**src/rtl/fpu_add_subt_dispatch_if.sv**
```systemverilog
// Handshake and core-side bundle for the add/subtract dispatcher.
// Signal directions are named from the dispatcher's point of view.
interface fpu_add_subt_dispatch_if #(
   parameter int W = 32
);
   logic         req_valid_i;
   logic         req_ready_o;
   logic [W-1:0] op_a_i;
   logic [W-1:0] op_b_i;
   logic         add_subt_i;
   logic         beg_FSM_o;
   logic         rst_FSM_o;
   logic         core_abort_o;
   logic [W-1:0] oper_a_o;
   logic [W-1:0] oper_b_o;
   logic         add_subt_o;
   logic         core_ready_i;
   logic [W-1:0] core_result_i;
   logic         core_ovf_i;
   logic         core_unf_i;
   logic         res_valid_o;
   logic         res_ready_i;
   logic [W-1:0] result_o;
   logic         ovf_o;
   logic         unf_o;
   logic         timeout_o;
   logic         busy_o;

   modport slave (
      input  req_valid_i, op_a_i, op_b_i, add_subt_i,
             core_ready_i, core_result_i, core_ovf_i, core_unf_i, res_ready_i,
      output req_ready_o, beg_FSM_o, rst_FSM_o, core_abort_o,
             oper_a_o, oper_b_o, add_subt_o,
             res_valid_o, result_o, ovf_o, unf_o, timeout_o, busy_o
   );

   modport master (
      output req_valid_i, op_a_i, op_b_i, add_subt_i,
             core_ready_i, core_result_i, core_ovf_i, core_unf_i, res_ready_i,
      input  req_ready_o, beg_FSM_o, rst_FSM_o, core_abort_o,
             oper_a_o, oper_b_o, add_subt_o,
             res_valid_o, result_o, ovf_o, unf_o, timeout_o, busy_o
   );
endinterface

```
**src/rtl/fpu_add_subt_dispatch.sv**
```systemverilog
// Front-end sequencer for the add/subtract core: launch, wait with watchdog,
// capture result, release the core and hand the result downstream.
//
// state   | meaning
// IDLE    | ready for a request; operands latched on acceptance
// LAUNCH  | one-cycle begin strobe to the core
// WAIT    | waiting for core ready; watchdog counting
// RELEASE | one-cycle rst_FSM strobe after a good capture
// ABORT   | one-cycle abort strobe after watchdog expiry
// HOLD    | result valid until consumed
module fpu_add_subt_dispatch #(
   parameter int W       = 32,
   parameter int TIMEOUT = 64,
   parameter int CW      = 7
) (
   input  logic                    clk,
   input  logic                    rst,
   fpu_add_subt_dispatch_if.slave  bus
);

   typedef enum logic [2:0] {
      S_IDLE    = 3'd0,
      S_LAUNCH  = 3'd1,
      S_WAIT    = 3'd2,
      S_RELEASE = 3'd3,
      S_ABORT   = 3'd4,
      S_HOLD    = 3'd5
   } state_t;

   localparam logic [CW-1:0] TERM = CW'(TIMEOUT - 1);

   state_t         state_q, state_d;
   logic [CW-1:0]  cnt_q, cnt_d;
   logic [W-1:0]   oper_a_q, oper_a_d;
   logic [W-1:0]   oper_b_q, oper_b_d;
   logic           add_subt_q, add_subt_d;
   logic [W-1:0]   result_q, result_d;
   logic           ovf_q, ovf_d;
   logic           unf_q, unf_d;
   logic           timeout_q, timeout_d;
   logic           req_ready, beg_fsm, rst_fsm, core_abort, res_valid, busy;

   always_ff @(posedge clk or negedge rst) begin
      if (!rst) begin
         state_q    <= S_IDLE;
         cnt_q      <= '0;
         oper_a_q   <= '0;
         oper_b_q   <= '0;
         add_subt_q <= 1'b0;
         result_q   <= '0;
         ovf_q      <= 1'b0;
         unf_q      <= 1'b0;
         timeout_q  <= 1'b0;
      end else begin
         state_q    <= state_d;
         cnt_q      <= cnt_d;
         oper_a_q   <= oper_a_d;
         oper_b_q   <= oper_b_d;
         add_subt_q <= add_subt_d;
         result_q   <= result_d;
         ovf_q      <= ovf_d;
         unf_q      <= unf_d;
         timeout_q  <= timeout_d;
      end
   end

   // Core ready takes priority over the watchdog terminal count.
   always_comb begin
      state_d = state_q;
      case (state_q)
         S_IDLE:    if (bus.req_valid_i) state_d = S_LAUNCH;
         S_LAUNCH:  state_d = S_WAIT;
         S_WAIT: begin
            if (bus.core_ready_i)  state_d = S_RELEASE;
            else if (cnt_q == TERM) state_d = S_ABORT;
         end
         S_RELEASE: state_d = S_HOLD;
         S_ABORT:   state_d = S_HOLD;
         S_HOLD:    if (bus.res_ready_i) state_d = S_IDLE;
         default:   state_d = S_IDLE;
      endcase
   end

   always_comb begin
      cnt_d      = cnt_q;
      oper_a_d   = oper_a_q;
      oper_b_d   = oper_b_q;
      add_subt_d = add_subt_q;
      result_d   = result_q;
      ovf_d      = ovf_q;
      unf_d      = unf_q;
      timeout_d  = timeout_q;
      if (state_q == S_IDLE && bus.req_valid_i) begin
         oper_a_d   = bus.op_a_i;
         oper_b_d   = bus.op_b_i;
         add_subt_d = bus.add_subt_i;
         cnt_d      = '0;
      end
      if (state_q == S_WAIT) begin
         if (cnt_q != {CW{1'b1}}) cnt_d = cnt_q + CW'(1);
         if (bus.core_ready_i) begin
            result_d  = bus.core_result_i;
            ovf_d     = bus.core_ovf_i;
            unf_d     = bus.core_unf_i;
            timeout_d = 1'b0;
         end else if (cnt_q == TERM) begin
            result_d  = '0;
            ovf_d     = 1'b0;
            unf_d     = 1'b0;
            timeout_d = 1'b1;
         end
      end
   end

   always_comb begin
      req_ready  = (state_q == S_IDLE);
      beg_fsm    = (state_q == S_LAUNCH);
      rst_fsm    = (state_q == S_RELEASE);
      core_abort = (state_q == S_ABORT);
      res_valid  = (state_q == S_HOLD);
      busy       = (state_q != S_IDLE);
   end

   assign bus.req_ready_o  = req_ready;
   assign bus.beg_FSM_o    = beg_fsm;
   assign bus.rst_FSM_o    = rst_fsm;
   assign bus.core_abort_o = core_abort;
   assign bus.res_valid_o  = res_valid;
   assign bus.busy_o       = busy;
   assign bus.oper_a_o     = oper_a_q;
   assign bus.oper_b_o     = oper_b_q;
   assign bus.add_subt_o   = add_subt_q;
   assign bus.result_o     = result_q;
   assign bus.ovf_o        = ovf_q;
   assign bus.unf_o        = unf_q;
   assign bus.timeout_o    = timeout_q;

endmodule

```
**src/flat_wrapper.sv**
```systemverilog
// flat-port wrapper written by rule: the top's interface ports become plain ports
module fpu_add_subt_dispatch_flat 
#(
   parameter int W       = 32,
   parameter int TIMEOUT = 64,
   parameter int CW      = 7
)
  (clk, rst, bus_req_valid_i, bus_op_a_i, bus_op_b_i, bus_add_subt_i, bus_core_ready_i, bus_core_result_i, bus_core_ovf_i, bus_core_unf_i, bus_res_ready_i, bus_req_ready_o, bus_beg_FSM_o, bus_rst_FSM_o, bus_core_abort_o, bus_oper_a_o, bus_oper_b_o, bus_add_subt_o, bus_res_valid_o, bus_result_o, bus_ovf_o, bus_unf_o, bus_timeout_o, bus_busy_o);
  fpu_add_subt_dispatch_if #(.W(W)) bus_i ();
  input  logic clk;
  input  logic rst;
  input wire logic [$bits(bus_i.req_valid_i)-1:0] bus_req_valid_i;
  input wire logic [$bits(bus_i.op_a_i)-1:0] bus_op_a_i;
  input wire logic [$bits(bus_i.op_b_i)-1:0] bus_op_b_i;
  input wire logic [$bits(bus_i.add_subt_i)-1:0] bus_add_subt_i;
  input wire logic [$bits(bus_i.core_ready_i)-1:0] bus_core_ready_i;
  input wire logic [$bits(bus_i.core_result_i)-1:0] bus_core_result_i;
  input wire logic [$bits(bus_i.core_ovf_i)-1:0] bus_core_ovf_i;
  input wire logic [$bits(bus_i.core_unf_i)-1:0] bus_core_unf_i;
  input wire logic [$bits(bus_i.res_ready_i)-1:0] bus_res_ready_i;
  output wire logic [$bits(bus_i.req_ready_o)-1:0] bus_req_ready_o;
  output wire logic [$bits(bus_i.beg_FSM_o)-1:0] bus_beg_FSM_o;
  output wire logic [$bits(bus_i.rst_FSM_o)-1:0] bus_rst_FSM_o;
  output wire logic [$bits(bus_i.core_abort_o)-1:0] bus_core_abort_o;
  output wire logic [$bits(bus_i.oper_a_o)-1:0] bus_oper_a_o;
  output wire logic [$bits(bus_i.oper_b_o)-1:0] bus_oper_b_o;
  output wire logic [$bits(bus_i.add_subt_o)-1:0] bus_add_subt_o;
  output wire logic [$bits(bus_i.res_valid_o)-1:0] bus_res_valid_o;
  output wire logic [$bits(bus_i.result_o)-1:0] bus_result_o;
  output wire logic [$bits(bus_i.ovf_o)-1:0] bus_ovf_o;
  output wire logic [$bits(bus_i.unf_o)-1:0] bus_unf_o;
  output wire logic [$bits(bus_i.timeout_o)-1:0] bus_timeout_o;
  output wire logic [$bits(bus_i.busy_o)-1:0] bus_busy_o;
  assign bus_i.req_valid_i = bus_req_valid_i;
  assign bus_i.op_a_i = bus_op_a_i;
  assign bus_i.op_b_i = bus_op_b_i;
  assign bus_i.add_subt_i = bus_add_subt_i;
  assign bus_i.core_ready_i = bus_core_ready_i;
  assign bus_i.core_result_i = bus_core_result_i;
  assign bus_i.core_ovf_i = bus_core_ovf_i;
  assign bus_i.core_unf_i = bus_core_unf_i;
  assign bus_i.res_ready_i = bus_res_ready_i;
  assign bus_req_ready_o = bus_i.req_ready_o;
  assign bus_beg_FSM_o = bus_i.beg_FSM_o;
  assign bus_rst_FSM_o = bus_i.rst_FSM_o;
  assign bus_core_abort_o = bus_i.core_abort_o;
  assign bus_oper_a_o = bus_i.oper_a_o;
  assign bus_oper_b_o = bus_i.oper_b_o;
  assign bus_add_subt_o = bus_i.add_subt_o;
  assign bus_res_valid_o = bus_i.res_valid_o;
  assign bus_result_o = bus_i.result_o;
  assign bus_ovf_o = bus_i.ovf_o;
  assign bus_unf_o = bus_i.unf_o;
  assign bus_timeout_o = bus_i.timeout_o;
  assign bus_busy_o = bus_i.busy_o;
  fpu_add_subt_dispatch #(.W(W), .TIMEOUT(TIMEOUT), .CW(CW)) u_core (.clk(clk), .rst(rst), .bus(bus_i));
endmodule
```
**config.mk**
```make
export PLATFORM = sky130hd
export DESIGN_NAME = fpu_add_subt_dispatch_flat
export DESIGN_NICKNAME = d
export VERILOG_FILES = /design/src/rtl/fpu_add_subt_dispatch_if.sv /design/src/rtl/fpu_add_subt_dispatch.sv /design/src/flat_wrapper.sv
export SDC_FILE = /design/constraint.sdc
export NUM_CORES = 1
export LEC_CHECK = 0
export BUFFER_PORTS_ARGS = -buffer_cell sky130_fd_sc_hd__buf_2
export CAP_MARGIN = 20
export CORE_MARGIN = 2
export CORE_UTILIZATION = 40
export DETAILED_ROUTE_END_ITERATION = 8
export GPL_TIMING_DRIVEN = 0
export PLACE_DENSITY_LB_ADDON = 0.12
export SYNTH_ARGS = -nofsm -noshare
export SYNTH_HDL_FRONTEND = slang
export SYNTH_SLANG_ARGS = --single-unit
```
**constraint.sdc**
```tcl
create_clock -name clk -period 3.8 [get_ports clk]
set_input_delay 0.38 -clock clk [delete_from_list [all_inputs] [get_ports clk]]
set_output_delay 0.38 -clock clk [all_outputs]
set_load 0.01 [all_outputs]
```
[Word level (Yosys, flattened, before mapping)]
Index checks and enable logic that the tools add are counted.
Word-level totals
  bits in registers: 110
  output and inout bits: 106
  logic and storage cells: 42
Operators by class
  add/sub/neg operators: 1
  eq/ne operators: 10
  multiplexer cells: 15
  reductions and logical operators: 7
Operator list (count)
  32-bit 2-to-1 mux: 2
  7-bit 2-to-1 mux: 3
  3-bit case mux with 5 select lines: 1
  3-bit 2-to-1 mux: 4
  7-bit by 1-bit adder with 7-bit output, second input constant: 1
  7-bit by 6-bit equality test with 1-bit output, second input constant: 1
  7-bit != test, second input constant: 1
  3-bit by 2-bit equality test with 1-bit output, second input constant: 2
  3-bit equality test, second input constant: 2
  1-bit 2-to-1 mux: 5
  2-bit != test, second input constant: 2
  3-bit by 1-bit equality test with 1-bit output, second input constant: 1
  3-bit zero test: 1
  3-bit != test, second input constant: 1
  3-bit AND reduction: 1
  3-bit nonzero test: 1
  2-bit AND reduction: 1
  2-bit nonzero test: 1
  2-bit OR reduction: 1
  1-bit logical AND: 1

[Logic depth before layout (Yosys ltp)]
Gate-level depths: netlist of the first run.
  depth after elaboration: 5
  mapped depth: 7
  depth with buffers taken out: 5

[Worst setup path after synthesis of the first run]
OpenSTA, ideal clock, no wires.
  path type: register to register
  from: register u_core.state_q[1]
  to: register u_core.oper_b_q[21] (netlist: u_core.bus.oper_b_o[21])
  setup time: 0.116 ns
  arrival: 1.436 ns
  setup slack: 2.248 ns
  stages on the path, launching flop included: 8
  clock period less this slack: 1.552 ns
  path through: dfrtp_1 buf_4 nor3_2 nand2_1 buf_2 buf_2 nand2_1 nand2_1
Between the ends
  cells in the longest elaborated chain, start to end: 2
Ends and longest elaborated chain
  start: declaration: line fpu_add_subt_dispatch.sv:32  | state_t state_q, state_d;
  start signal: assignment: line fpu_add_subt_dispatch.sv:55  | state_q <= state_d;
  3-bit zero test
  net bus_req_ready_o: line flat_wrapper.sv:21  | output wire logic [$bits(bus_i.req_ready_o)-1:0] bus_req_ready_o;
  1-bit logical AND: line fpu_add_subt_dispatch.sv:93  | if (state_q == S_IDLE && bus.req_valid_i) begin
  end signal: assignment: line fpu_add_subt_dispatch.sv:58  | oper_b_q <= oper_b_d;
  end: declaration: line fpu_add_subt_dispatch.sv:35  | logic [W-1:0] oper_b_q, oper_b_d;
The timed path passes the listed nets, and every way through them passes these cells.
A chain may end at the register's enable or synchronous reset.

[Worst setup path in the final report of the first run]
  from: register u_core.cnt_q[0]
  to: register u_core.result_q[28] (netlist: u_core.bus.result_o[28])
Between the ends
  cells in the longest elaborated chain, start to end: 3
Ends and longest elaborated chain
  start: declaration: line fpu_add_subt_dispatch.sv:33  | logic [CW-1:0] cnt_q, cnt_d;
  start signal: assignment: line fpu_add_subt_dispatch.sv:56  | cnt_q <= cnt_d;
  7-bit by 6-bit equality test with 1-bit output: line fpu_add_subt_dispatch.sv:106  | end else if (cnt_q == TERM) begin
  2-bit nonzero test (no source line)
  2-bit AND reduction (no source line)
  end signal: assignment: line fpu_add_subt_dispatch.sv:60  | result_q <= result_d;
  end: declaration: line fpu_add_subt_dispatch.sv:37  | logic [W-1:0] result_q, result_d;
No other way between the ends.

==> metrics.yaml, run 1 <==
cts_resized: 0
diodes: 0
synth_seq_cells: 110
synth_warnings: 0
grt_pass1_wl_mm: 16.5
ios: 210
cts_tree: "built"
cts_setup_buffers: 0
total_leakage_power_nw: 3.28
drc: 0
ys.flop_type: "dfrtp_1"
wl_per_cell_um: 13.2
powerDensity_nw_per_um2: 795
peakVddDrop_uv: 310
seq_area_frac_synth_pct: 64.0
final.setup.tns_ns: 0
outcome: "finished clean"
overflow: 0
dieArea_um2: 11600
required_ns: 4.06
min_path_type: "in -> async"
numCtsBuffers: 9
area_growth_pct: 33.6
startpoint_type: "register"
drtPass1Iterations: 4
viasPerCell: 4.62
cp_data_arrival_time_ns: 2.03
n_fill_cell: 983
vias: 3611
rsz0062_at_grt: "no"
grt_max_degree: 60
path_clk_slew_ns: 0.09
max_freq_mhz: 564
hold_viol_final: 0
hpwl_mm: 7.62
nets: 746
worstSetupEndpointType: "register"
root_buffer: "clkbuf_8"
period_minus_slack_ns: 1.77
crit_fanout: 10
finalClockSkew_ns: 0.00986
holdBufCountCts: 0
drt_iter0_markers: 145
synth_enable_flop_cells: 0
place_congestion: 0.811
drive_gt1_share_pct: 38.9
ant_nets: 0
hold-worst-slack_ns: 0.0374
syn_avg_cell_area_um2: 10.2
design.core.area_um2: 10400
synth.distinct_cells: 32
post-place-ws_ns: 2.00
grt_pass1_vias: 3532
drv_cap: 0
synth_async_sr_flop_share_pct: 100
syn_inst: 420
dieWidth_um: 108
start_util_pct: 41.5
worst_slack_ns: 2.03
tritoncts_num_sinks: 110
antenna_found_initial: 0
cts_max_level: 3
fin_crit_sh_pct: 46.6
synthesis.nets: 525
port-buffer-count: 209
synth_area_um2: 4300
row_count: 37
slew_viol_final: 0
wl_mm: 10.4
grt_util_all_layers_pct: 18.2
crit_type: "reg -> reg"
clockBufferDepth: 2
die_h_um: 108
slew_headroom_pct: 55.4
worst_slew_pin_slew_ns: 0.669
clock_latency_ns: 0.37
finalSetupViolCount: 0
[layout make-up]
class	count	area, um^2	area share, %
sequential	110	2750	47.9
multi-input combinational	283	1370	23.8
timing repair buffer	210	1080	18.7
buffer	24	171	2.98
tap	136	170	2.96
clock buffer	10	138	2.39
clock inverter	6	61.3	1.07
inverter	3	11.3	0.196
[flip-flops by register name, summed over array words and instances, names as in the netlist]
register,flops
u_core.state_q,3
u_core.bus.timeout_o,1
u_core.bus.ovf_o,1
u_core.bus.oper_a_o,32
u_core.cnt_q,7
u_core.bus.result_o,32
u_core.bus.oper_b_o,32
u_core.bus.add_subt_o,1
u_core.bus.unf_o,1
[metal layers]
metal	vias up	share of wire, %	track usage (%)
met5	-	0	0
met4	0	1.3	7.78
met3	12	9.0	5.69
met2	128	47	28.5
met1	1672	42	23.2
li1	1799	-	-
[worst paths after layout]
kind / from / endpoint / slack, ns / cells after the start
setup / recovery: u_core.cnt_q[0]$_DFF_PN0_ / u_core.bus.result_o[28]$_DFFE_PN0P_ / 2.03 / 6
hold / removal: rst / u_core.bus.oper_a_o[7]$_DFFE_PN0P_ / 0.04 / 1
setup reg to reg: u_core.cnt_q[0]$_DFF_PN0_ / u_core.bus.result_o[28]$_DFFE_PN0P_ / 2.03 / 6
hold reg to reg: u_core.bus.oper_b_o[1]$_DFFE_PN0P_ / u_core.bus.oper_b_o[1]$_DFFE_PN0P_ / 0.48 / 2
max in group asynchronous: rst / u_core.bus.oper_a_o[12]$_DFFE_PN0P_ / 3.07 / 2
min in group clk: bus_op_b_i[28] / u_core.bus.oper_b_o[28]$_DFFE_PN0P_ / 0.19 / 3
[power by group]
| part | switching, mW | leakage (nW) | total (mW) | internal (mW) |
|---|---|---|---|---|
| Combinational | 1.07 | 1.79 | 1.91 | 0.837 |
| Sequential | 0.266 | 1.38 | 1.96 | 1.69 |
| Clock | 0.385 | 0.102 | 0.705 | 0.321 |
| Total | 1.72 | 3.28 | 4.57 | 2.85 |
[critical path: stages, from the launching register on]
cell and delay, ns:
dfrtp_1 0.43, ha_1 0.28, nand2_1 0.11, nor3_2 0.22
o21ai_2 0.18, buf_6 0.20, a22o_1 0.24
[kinds of logic after synthesis]
kind of cell	synth area share (%)
compound gates	10.2
xor+xnor	0.204
fa+ha+maj	0.291
buf+inv	4.24
flops	64.0
mux	0.233
simple gates	20.9
[metrics by stage]
stage | cell area, um^2 | total power, mW | utilization, % | instances
2_1_floorplan | 4300 | 3.09 | - | 420
4_1_cts | 5750 | 4.65 | 55.4 | 782
6_report | 5750 | 4.57 | 55.4 | 782
3_5_place_dp | 5550 | 3.92 | 53.5 | 766
5_1_grt | 5750 | 4.94 | 55.4 | 782
3_3_place_gp | 5520 | 3.86 | 53.2 | 765
[synthesized netlist by cell type, types with 2 or more instances]
master,n,area (um^2)
nand2_1,205,769
dfrtp_1,110,2750
a22o_1,37,324
buf_4,8,60.1
buf_6,6,67.6
o21ai_0,6,30.0
clkbuf_1,5,18.8
nand3_1,5,25.0
buf_2,4,20.0
nor2_1,4,15.0
a21oi_1,3,15.0
inv_1,3,11.3
nor3_1,3,15.0
and2_1,2,12.5
nor3_2,2,20.0
[layout by cell type, fill, tap and decap left out, drive strengths merged]
cell	n
a21o	1
a21oi	3
a22o	37
a22oi	1
a31oi	1
and2	2
buf	228
bufinv	1
clkbuf	16
clkinv	4
clkinvlp	1
dfrtp	110
ha	1
inv	3
mux2i	1
nand2	205
nand2b	1
nand3	6
nor2	4
nor3	5
nor3b	1
o211ai	1
o21a	1
o21ai	7
o22ai	1
o31ai	1
o41a	1
or2	1
xnor2	1
Power figures use the tool's default switching activity.
==> run 2, diff against run 1 <==
ABC_AREA = 1   (was not set)
clock period = 1.5 ns   (was 3.8 ns; I/O delays follow)
==> metrics.yaml, run 2 <==
outcome: "finished clean"
place_congestion: 0.780
worst_slew_pin_slew_ns: 0.629
ant_nets: 0
max_freq_mhz: 683
drtPass1Iterations: 4
whs_endpoint: "u_core.bus.result_o[27]$_DFFE_PN0P_"
area_growth_pct: 40.2
diodes: 0
peakVddDrop_uv: 847
vias: 4231
synth.area.top_cells: "dfrtp_1 60%, nand2_1 22%, nand3_1 8.0%, buf_2 1.8%, nor2_1 1.4%"
numCtsBuffers: 9
finalSetupViolCount: 0
die_h_um: 111
tritoncts_num_sinks: 110
fin_crit_sh_pct: 97.6
layout_common_cells: "259 x nand2_1, 221 x buf_2, 109 x dfrtp_1"
hold-worst-slack_ns: 0.0112
hpwl_mm: 8.62
design.core.area_um2: 11000
grt_util_all_layers_pct: 19.7
powerDensity_nw_per_um2: 2000
total_power_mw: 12.8
synthesis.nets: 632
min_path_type: "in -> reg"
synth.most_common_cell: "nand2_1"
synth.distinct_cells: 24
path_clk_slew_ns: 0.06
antenna_found_initial: 1
rr_endpoint: "u_core.bus.oper_b_o[30]$_DFFE_PN0P_"
cp_data_arrival_time_ns: 1.31
drt_iter0_markers: 165
seq_area_frac_synth_pct: 60.5
drv_cap: 0
n_fill_cell: 1000
wl_per_cell_um: 13.2
ios: 210
synth_seq_cells: 110
slew_viol_final: 0
overflow: 0
startpoint_type: "register"
dieArea_um2: 12200
hold_start: "bus_core_result_i[27]"
required_ns: 1.35
finalClockSkew_ns: 0.00768
drive_gt1_share_pct: 36.6
worst_r2r_path_depth: 8
dieWidth_um: 111
synth_async_sr_flop_share_pct: 100
grt_max_degree: 64
syn_avg_cell_area_um2: 8.64
grt_pass1_wl_mm: 19.8
cts_tree: "built"
row_count: 38
viasPerCell: 4.61
synth_warnings: 0
synth_common_cells: "262 x nand2_1, 110 x dfrtp_1, 73 x nand3_1, 17 x nor2_1, 16 x buf_2"
cts_max_level: 3
wl_mm: 12.1
yosys.area.top_type_share_pct: 60.5
synth_enable_flop_cells: 0
grt_pass1_vias: 4030
r2r_slack_ns: 0.05
nets: 877
layout_commonest_cell: "nand2_1"
hold_viol_final: 0
clock_latency_ns: 0.35
drc: 0
root_buffer: "clkbuf_16"
worstSetupEndpointType: "output pin"
yosysTopAreaCell: "dfrtp_1"
start_util_pct: 41.4
total_leakage_power_nw: 3.76
ys.flop_type: "dfrtp_1"
r2r_start: "u_core.state_q[0]$_DFFE_PN0P_"
period_minus_slack_ns: 1.46
port-buffer-count: 209
crit_type: "reg -> out"
crit_fanout: 4
syn_inst: 527
clockBufferDepth: 2
worst_hold_path.num_cells: 3
slew_headroom_pct: 58.1
synth_area_um2: 4550
run 2: cell count changes after synthesis, moves of 5 or more:
| cell | before | now |
|---|---|---|
| nor2_1 | 4 | 17 |
| nand3_1 | 5 | 73 |
| buf_2 | 4 | 16 |
| inv_1 | 3 | 15 |
| nand2_1 | 205 | 262 |
| a22o_1 | 37 | 0 |
| buf_4 | 8 | 3 |
run 2: kinds of logic after synthesis:
| kind of cell | Yosys count | share of synthesized area, % |
|---|---|---|
| simple gates | 364 | 33.2 |
| fa+ha+maj | 1 | 0.275 |
| compound gates | 7 | 0.962 |
| flops | 110 | 60.5 |
| buf+inv | 45 | 5.06 |
run 2: metal layers:
metal / GRT usage, % / part of all wire, % / vias to the layer above
li1: - / - / 2135
met1: 25.3 / 43 / 1921
met2: 30.6 / 46 / 156
met3: 6.94 / 8.8 / 17
met4: 7.42 / 1.8 / 2
met5: 0 / 0.091 / -
run 2: layout make-up:
type	instances	area, um^2	share of cell area [%]
Buffer	27	185	2.90
Clock buffer	12	256	4.02
Clock inverter	4	45.0	0.706
Inverter	18	67.6	1.06
Multi-Input combinational cell	372	1610	25.3
Sequential cell	110	2750	43.1
Tap cell	140	175	2.74
Timing Repair Buffer	234	1290	20.2
run 2: critical path: stages, from the launching register on:
cell     delay (ns)
dfrtp_1        0.40
inv_2          0.10
nand2_2        0.08
nor2_4         0.13
buf_6          0.13
inv_2          0.03
buf_6          0.10
run 2: worst max-delay path by stage:
stage                                        startpoint                                  end  slack [ns]  cells after the start
after global placement                              rst  u_core.bus.oper_a_o[25]$_DFFE_PN0P_       -1.03                      1
final                     u_core.state_q[0]$_DFFE_PN0P_                           bus_busy_o        0.04                      6
after floorplan               u_core.cnt_q[0]$_DFF_PN0_         u_core.bus.ovf_o$_DFFE_PN0P_        0.15                      9
after global routing          u_core.cnt_q[0]$_DFF_PN0_  u_core.bus.result_o[13]$_DFFE_PN0P_       -0.03                      9
after detailed placement  u_core.state_q[0]$_DFFE_PN0P_            u_core.cnt_q[4]$_DFF_PN0_       -0.04                      9
after CTS                 u_core.state_q[0]$_DFFE_PN0P_            u_core.cnt_q[4]$_DFF_PN0_      -0.005                     10
run 2: what timing repair did:
item | 4_1_cts | 5_1_grt
endpoints found under the hold margin | 55 | 0
setup endpoints to repair | 37 | 74
pin swaps | 2 | 3
gates resized for setup | 5 | 17
cloned | 0 | 2
hold buffers | 9 | 0
buffers inserted | 7 | 6
run 2: through the flow:
stage / setup TNS, ns / instance area, um^2 / utilization [%] / setup slack (ns) / cells
3_5_place_dp: -0.595 / 5800 / 52.8 / -0.0407 / 877
2_1_floorplan: 0 / 4550 / - / 0.154 / 527
6_report: 0 / 6380 / 58.1 / 0.0364 / 917
4_1_cts: -0.00809 / 6260 / 57.0 / -0.00487 / 909
3_3_place_gp: -112.03 / 5770 / 52.6 / -1.03 / 876
5_1_grt: -0.270 / 6380 / 58.1 / -0.0259 / 917
run 2: power breakdown:
part           leakage, nW  internal, mW  switching [mW]  total (mW)
Sequential            1.39          4.27           0.695        4.96
Combinational         2.22          2.27            3.14        5.41
Clock                0.152          1.38            1.04        2.42
Total                 3.76          7.91            4.88        12.8
==> run 3, diff against run 2 <==
HOLD_SLACK_MARGIN = 0.15   (was not set)
==> metrics.yaml, run 3 (synthesis gave the netlist of run 2 again) <==
total_leakage_power_nw: 4.14
dieArea_um2: 12200
layout_commonest_cell: "nand2_1"
rr_endpoint: "u_core.bus.result_o[0]$_DFFE_PN0P_"
wl_per_cell_um: 13.1
finalClockSkew_ns: 0.00677
startpoint_type: "register"
grt_max_degree: 64
seqPwrFrac_pct: 38.2
vias: 4640
cp_data_arrival_time_ns: 1.32
worst_slew_pin_slew_ns: 0.623
fin_crit_sh_pct: 98.0
p_sw_share_pct: 38.1
row_count: 38
critical_path.endpoint: "bus_busy_o"
clockBufferDepth: 2
min_path_type: "in -> reg"
path_clk_slew_ns: 0.07
worst_slack_ns: 0.0302
crit_fanout: 4
area_growth_pct: 60.3
tritoncts_num_sinks: 110
r2r_start: "u_core.cnt_q[0]$_DFF_PN0_"
pwr-share-clk_pct: 18.6
hpwl_mm: 8.62
nets: 968
wl_mm: 13.3
drive_gt1_share_pct: 32.6
drt_iter0_markers: 178
port-buffer-count: 209
drc: 0
worst_r2r_path_depth: 9
layout_common_cells: "259 x nand2_1, 220 x buf_2, 109 x dfrtp_1"
powerDensity_nw_per_um2: 1780
viasPerCell: 4.60
finalSetupViolCount: 0
total_power_mw: 13.0
clock_latency_ns: 0.34
worst_hold_path.num_cells: 6
power.share.combinational_pct: 43.2
startpoint: "u_core.state_q[0]$_DFFE_PN0P_"
peakVddDrop_uv: 886
cts_tree: "built"
start_util_pct: 41.4
post-place-ws_ns: -0.0407
die_h_um: 111
r2r_slack_ns: 0.06
cts_max_level: 3
rsz0062_at_grt: "yes"
antenna_found_initial: 0
max_freq_mhz: 680
grt_pass1_vias: 4539
ios: 210
root_buffer: "clkbuf_16"
ant_nets: 0
grt_pass1_wl_mm: 21.9
hold_viol_final: 0
grt_util_all_layers_pct: 21.7
required_ns: 1.35
overflow: 0
drv_cap: 0
place_congestion: 0.780
drtPass1Iterations: 4
dieWidth_um: 111
crit_type: "reg -> out"
diodes: 0
p_int_mw: 8.05
switching_power_mw: 4.95
design.core.area_um2: 11000
slew_headroom_pct: 58.5
outcome: "finished clean"
slew_viol_final: 0
period_minus_slack_ns: 1.47
hold-worst-slack_ns: 0.211
worstSetupEndpointType: "output pin"
numCtsBuffers: 9
-- run 3: changes by cell type in the layout (fill, tap and decap cells not counted) --
| cell | delta |
|---|---|
| buf_2 | -1 |
| buf_4 | +1 |
| buf_6 | -1 |
| dlygate4sd3_1 | +92 |
-- run 3: metal layers --
| layer | GRT usage, % | wire length (um) |
|---|---|---|
| met4 | 8.33 | 274 |
| met2 | 36.4 | 6560 |
| met5 | 0 | 0 |
| met3 | 5.52 | 963 |
| met1 | 27.1 | 5460 |
-- run 3: power by group through the flow --
stage | Clock [mW] | Sequential, mW | Combinational [mW]
5_1_grt | 2.59 | 5.13 | 6.24
2_1_floorplan | 0 | 5.58 | 2.25
6_report | 2.41 | 4.97 | 5.62
3_5_place_dp | 0 | 4.99 | 5.03
4_1_cts | 2.48 | 4.95 | 5.43
3_3_place_gp | 0 | 4.95 | 4.93
-- run 3: worst max-delay path, cell delays in order (launching register included) --
cell	delay [ns]
dfrtp_1	0.40
inv_2	0.10
nand2_2	0.08
nor2_4	0.13
buf_6	0.13
inv_2	0.03
buf_6	0.10
-- run 3: worst min path at each step --
stage	to	from	slack, ns
6_report	u_core.state_q[1]$_DFFE_PN0P_	bus_core_ready_i	0.21
5_1_grt	u_core.state_q[1]$_DFFE_PN0P_	bus_core_ready_i	0.30
4_1_cts	u_core.state_q[1]$_DFFE_PN0P_	bus_core_ready_i	0.19
3_5_place_dp	u_core.bus.result_o[14]$_DFFE_PN0P_	rst	0.21
3_3_place_gp	u_core.bus.result_o[0]$_DFFE_PN0P_	bus_core_result_i[0]	0.35
2_1_floorplan	u_core.bus.add_subt_o$_DFFE_PN0P_	rst	-0.15
-- run 3: what timing repair did --
item,in CTS,in global routing
hold buffers,101,0
buffers inserted,7,7
pin swaps,2,3
gates resized for setup,5,15
endpoints found under the hold margin,148,0
endpoints found under the setup margin,37,80
-- run 3: cell type report --
type | count | area [um^2]
well taps | 140 | 175
inverters | 18 | 67.6
fillers | 876 | 3690
plain buffers | 27 | 181
repair buffers | 325 | 2200
clock buffers | 12 | 256
flip-flops and latches | 110 | 2750
multi-input cells | 372 | 1610
clock inverters | 4 | 45.0
-- run 3: per-stage QoR --
| stage | utilization (%) | std cells | setup TNS (ns) | area (um^2) |
|---|---|---|---|---|
| after floorplan | - | 527 | 0 | 4550 |
| after global placement | 52.6 | 876 | -112.03 | 5770 |
| after detailed placement | 52.8 | 877 | -0.595 | 5800 |
| after CTS | 65.4 | 1001 | -0.00809 | 7180 |
| after global routing | 66.4 | 1008 | -0.143 | 7290 |
| final | 66.4 | 1008 | 0 | 7290 |
